<file path="config.mk">
export PLATFORM = sky130hd
export DESIGN_NAME = param_mimo_fifo
export DESIGN_NICKNAME = d
export VERILOG_FILES = /design/src/rtl/param_mimo_fifo.sv
export SDC_FILE = /design/constraint.sdc
export NUM_CORES = 1
export LEC_CHECK = 0
export CAP_MARGIN = 0
export CORE_ASPECT_RATIO = 1.4
export CORE_MARGIN = 3
export CORE_UTILIZATION = 40
export DETAILED_ROUTE_END_ITERATION = 10
export PLACE_DENSITY = 0.63
export RECOVER_POWER = 50
export SLEW_MARGIN = 25
export SYNTH_ARGS = -nofsm -noshare
export SYNTH_HDL_FRONTEND = slang
export SYNTH_SLANG_ARGS = --single-unit
</file>
<file path="constraint.sdc">
create_clock -name clk -period 5.87 [get_ports clk]
set_clock_uncertainty 0.2 [all_clocks]
set_input_delay 0.587 -clock clk [delete_from_list [all_inputs] [get_ports clk]]
set_output_delay 0.587 -clock clk [all_outputs]
set_load 0.01 [all_outputs]
</file>
<file path="src/rtl/param_mimo_fifo.sv">
// param_mimo_fifo: circular-buffer instruction FIFO with WRITE_PORT write lanes and READ_PORT read lanes.
// Define MIMO_FIFO_POP_BEFORE_PUSH_EN to let this cycle's pops free slots for this cycle's writes.
module param_mimo_fifo #(
   parameter int DATA_WIDTH = 32,
   parameter int DEPTH      = 8,
   parameter int WRITE_PORT = 2,
   parameter int READ_PORT  = 2,
   parameter int CW         = $clog2(DEPTH+1)
) (
   input  logic                                 clk,
   input  logic                                 rst_n,
   input  logic                                 flush_i,
   input  logic [WRITE_PORT-1:0]                write_valid_i,
   input  logic [WRITE_PORT-1:0][DATA_WIDTH-1:0] write_data_i,
   output logic [$clog2(WRITE_PORT+1)-1:0]      write_num_o,
   output logic [READ_PORT-1:0]                 read_valid_o,
   output logic [READ_PORT-1:0][DATA_WIDTH-1:0] read_data_o,
   input  logic [READ_PORT-1:0]                 issue_i,
   output logic [CW-1:0]                        count_o
);
   localparam int AW  = $clog2(DEPTH);
   localparam int WNW = $clog2(WRITE_PORT+1);

   // Handshake: write lanes 0..write_num_o-1 are taken at the edge, the rest must be re-presented;
   // read lane i pops at the edge only when issue_i[i] and read_valid_o[i] are both set.
   logic [DATA_WIDTH-1:0] mem [DEPTH];
   logic [AW-1:0]         head, tail;
   logic [CW-1:0]         count;
   logic [CW-1:0]         pop_n, req_n, free;

   always_comb begin
      read_valid_o = '0;
      read_data_o  = '0;
      for (int i = 0; i < READ_PORT; i++) begin
         read_valid_o[i] = (count > CW'(i));
         read_data_o[i]  = mem[head + AW'(i)];
      end
   end

   always_comb begin
      pop_n = '0;
      req_n = '0;
      for (int i = 0; i < READ_PORT; i++)
         pop_n = pop_n + CW'(issue_i[i] & read_valid_o[i]);
      for (int k = 0; k < WRITE_PORT; k++)
         req_n = req_n + CW'(write_valid_i[k]);
`ifdef MIMO_FIFO_POP_BEFORE_PUSH_EN
      free = CW'(DEPTH) - count + pop_n;
`else
      free = CW'(DEPTH) - count;
`endif
   end

   // Reset and flush both force zero acceptance regardless of free space.
   always_comb begin
      write_num_o = '0;
      if (rst_n && !flush_i)
         write_num_o = (req_n <= free) ? WNW'(req_n) : WNW'(free);
   end

   always_ff @(posedge clk or negedge rst_n) begin
      if (!rst_n) begin
         head  <= '0;
         tail  <= '0;
         count <= '0;
      end else if (flush_i) begin
         head  <= '0;
         tail  <= '0;
         count <= '0;
      end else begin
         head  <= head + AW'(pop_n);
         tail  <= tail + AW'(write_num_o);
         count <= count + CW'(write_num_o) - pop_n;
      end
   end

   always_ff @(posedge clk) begin
      if (!flush_i) begin
         for (int k = 0; k < WRITE_PORT; k++)
            if (k < int'(write_num_o))
               mem[tail + AW'(k)] <= write_data_i[k];
      end
   end

   assign count_o = count;

   // Illegal-stimulus checks; the datapath itself only ever uses the masked pop count.
   always_ff @(posedge clk) begin
      if (rst_n) begin
         assert ((write_valid_i & (write_valid_i + WRITE_PORT'(1))) == '0);
         assert ((issue_i & (issue_i + READ_PORT'(1))) == '0);
         assert ((issue_i & ~read_valid_o) == '0);
      end
   end
endmodule
</file>
==> results by group <==
Global routing
  – Global Route Usage Sum: 0.194
  – Antenna violations before repair: 1
  – Grt met2 use: 0.352
  – Total gr overflow: 0
  – Global-route wire length before repair: between 60000 and 70000 um
  – Largest net degree at the start of global routing: between 60 and 70
  – Vias in the first global route: roughly 9900
  – Grt met1 use: 0.243
  – M3 GR Usage: 0.0238
  – Most crowded layer after global routing: met2

Synthesis
  – Adder-Cell Fraction of Synth Area: 0.0180
  – Post-Synth Simple-Gate Area: 0.0138
  – XOR/XNOR Fraction of Synth Area: 0.00581
  – Yosys reg bits: between 200 and 300
  – Post-synthesis sequential area ratio: 0.479
  – Compound-Gate Fraction of Synth Area: 0.0156
  – Post-Syn Instances: approximately 890
  – Post-synth EDFFs: between 200 and 300
  – Yosys warning count: 0
  – Syn_area_per_cell: around 19 um2
  – Top-count cell post-synth: edfxtp_1
  – Synth cell count leaders: 256 x edfxtp_1, 174 x mux2_4, 143 x mux2_2
  – Synth top area cells: edfxtp_1 46%, mux4_2 17%, mux2_4 16%
  – Fraction of registers with async set/reset: 0.0376
  – Synth area leader: edfxtp_1
  – Main synth FF type: edfxtp_1
  – Main combinational cell family by area after synthesis: multiplexers
  – Yosys cell types: 40
  – Proportion of synthesized area in mux cells: 0.431
  – Mapped Area: 16600 um2
  – Synth Net Count: just under 1000
  – Share of the synthesized area in the top cell type: 0.464

STA
  – Max frequency: between 150 and 200 MHz
  – Least-Margin Pin Slew: roughly 2.2 ns
  – Final setup vio count: 0
  – RSZ-0062 raised after global routing: no
  – Worst slew margin: -0.474
  – Setup slack after layout: around 0.83 ns
  – Period utilization: 0.859
  – Hold Vio Cnt, Final: 0
  – Max-slew violations: 122
  – Setup TNS: 0 ns
  – Post-layout min period: a little over 5 ns

Place
  – Pre-CTS setup slack: ~1.4 ns
  – Placed Cells: 1527
  – DP HPWL: about 26000 um
  – DP Area: about 19000 um2
  – Routability congestion estimate: slightly below 0.8
  – I/O Buffers: between 100 and 150

Layout
  – Layout fillers: roughly 3500
  – Design area: approximately 19000 um2
  – Fin util: 0.465
  – Share of layout cells above drive strength 1: 0.420
  – Non-filler cells, final: roughly 1600
  – Final #Nets: 1116
  – Number of diodes: 0
  – Area Growth Syn to Fin: 14.0%

Setup path
  – CP endpoint kind: flop
  – CP arrival: 5.10 ns
  – Crit Path Category: flop to flop
  – Crit Path Max Fanout: 14
  – CP startpoint kind: flop
  – Critical Path RT: roughly 5.9 ns

Floorplan
  – # rows: slightly below 90
  – DIE AREA: about 44000 um2
  – Initial Util: 0.408
  – Die Span Y: ~250 um
  – Die width: approximately 180 um
  – IO Pins: approximately 140
  – Core Footprint: about 41000 um2

CTS
  – Clock Path Buffers: 3
  – Worst-Skew Late Latency: about 0.54 ns
  – Worst-path clk slew: 0.06 ns
  – Root Driver: clkbuf_16
  – Htree depth: 1
  – Post-CTS setup buffers: 0
  – Hold buffer count at CTS: 0
  – CTS tree: built
  – Clock tree sinks: ~270
  – Num CTS Buffers: 27
  – CTS resizes: 0

Route
  – Routed Antenna Nets: 0
  – Starting DRT DRC Count: 570
  – Routed WL: ~43000 um
  – Vias per std cell: roughly 5.8
  – Via count: between 9000 and 10000
  – Routed length per instance: 27.1 um
  – Router iterations before antenna repair: 5
  – DRC Markers: 0

Pwr
  – Peak VDD IR: between 0.2 and 0.3 mV
  – Pwr Density: a little over 400 nW/um2
  – Leak: 6.36 nW

Outcome
  – Outcome: complete, but fails checks
  – Violated checks: capacitance limit, slew limit

Worst hold path
  – HP Class: input pin to asynchronous set/reset pin

Flow run
  – Max-Cap Viols: 6
==> per-layer routing <==
metal | share of wire | up-vias | routed length (um)
li1 | - | 3948 | -
met1 | 0.40 | 4870 | 16900
met2 | 0.53 | 280 | 22700
met3 | 0.046 | 66 | 1980
met4 | 0.025 | 0 | 1070
met5 | 0 | - | 0
==> layout by cell type (no fill, tap or decap), types with 4 or more instances in the layout <==
| cell | count |
|---|---|
| edfxtp_1 | 256 |
| mux2_2 | 143 |
| clkdlybuf4s50_1 | 129 |
| mux4_2 | 128 |
| mux2_4 | 91 |
| mux2_1 | 86 |
| clkbuf_16 | 27 |
| ha_1 | 18 |
| dlygate4sd3_1 | 13 |
| buf_4 | 13 |
| inv_1 | 11 |
| clkbuf_1 | 9 |
| nor2_1 | 8 |
| nand2_1 | 7 |
| nor2b_1 | 7 |
| xnor2_1 | 7 |
| dfrtp_1 | 7 |
| clkinv_1 | 6 |
| a21o_1 | 5 |
| nand4_1 | 5 |
| a21oi_1 | 5 |
| clkbuf_2 | 5 |
| clkinv_2 | 4 |
==> where the power goes <==
group	switching, mW	leakage, nW	total (mW)	internal, mW
registers	0.105	2.44	2.31	2.20
clock network	0.730	0.389	1.62	0.888
logic	1.61	3.53	3.69	2.09
total	2.44	6.36	7.62	5.18
==> area by class of cell <==
type	count	area, um2	share of cell area
Inverter	11	41.3	0.00218
Sequential cell	266	7950	0.420
Timing Repair Buffer	168	1690	0.0896
Tap cell	534	668	0.0354
Clock inverter	14	97.6	0.00516
Multi-Input combinational cell	549	7750	0.410
Clock buffer	34	702	0.0371
==> final timing paths <==
path	slack, ns	from	cells past startpoint	to
max	0.83	count_o[0]$_DFF_PN0_	11	mem[4][30]$_DFFE_PP_
min	0.26	rst_n	1	count_o[2]$_DFF_PN0_
max reg2reg	0.83	count_o[0]$_DFF_PN0_	11	mem[4][30]$_DFFE_PP_
min reg2reg	0.56	head[1]$_DFF_PN0_	2	head[1]$_DFF_PN0_
max in group asynchronous	4.81	rst_n	1	head[1]$_DFF_PN0_
min in group clk	0.56	head[1]$_DFF_PN0_	2	head[1]$_DFF_PN0_
==> flip-flops by register name, indices dropped and copies added, names as in the netlist <==
register / count
head: 3
tail: 3
count_o: 4
mem: 256
==> metrics by stage <==
step | hold slack [ns] | total power, mW
finish | 0.260 | 7.62
global route | 0.296 | 8.04
CTS | 0.200 | 7.80
detailed placement | 0.577 | 6.17
global placement | 0.538 | 6.15
floorplan | 0.0914 | 4.70
==> critical path: stages, from the launching register on <==
cell and delay, ns:
dfrtp_1 0.47, inv_1 0.15, ha_1 0.37, inv_1 0.08, ha_1 0.28, nor2b_1 0.16, o211ai_1 0.30, o21ai_4 0.15
a21oi_1 1.55, o21bai_2 0.62, buf_16 0.24, buf_16 0.17
==> kinds of logic after synthesis <==
logic type,Yosys count
AOI/OAI and AO/OA,27
xor gates and xnor gates,11
adders and majority gates,22
buffers and inverters,77
DFF,266
muxes,448
and+or+nand+nor,41
(Power assumes the default switching activity.)
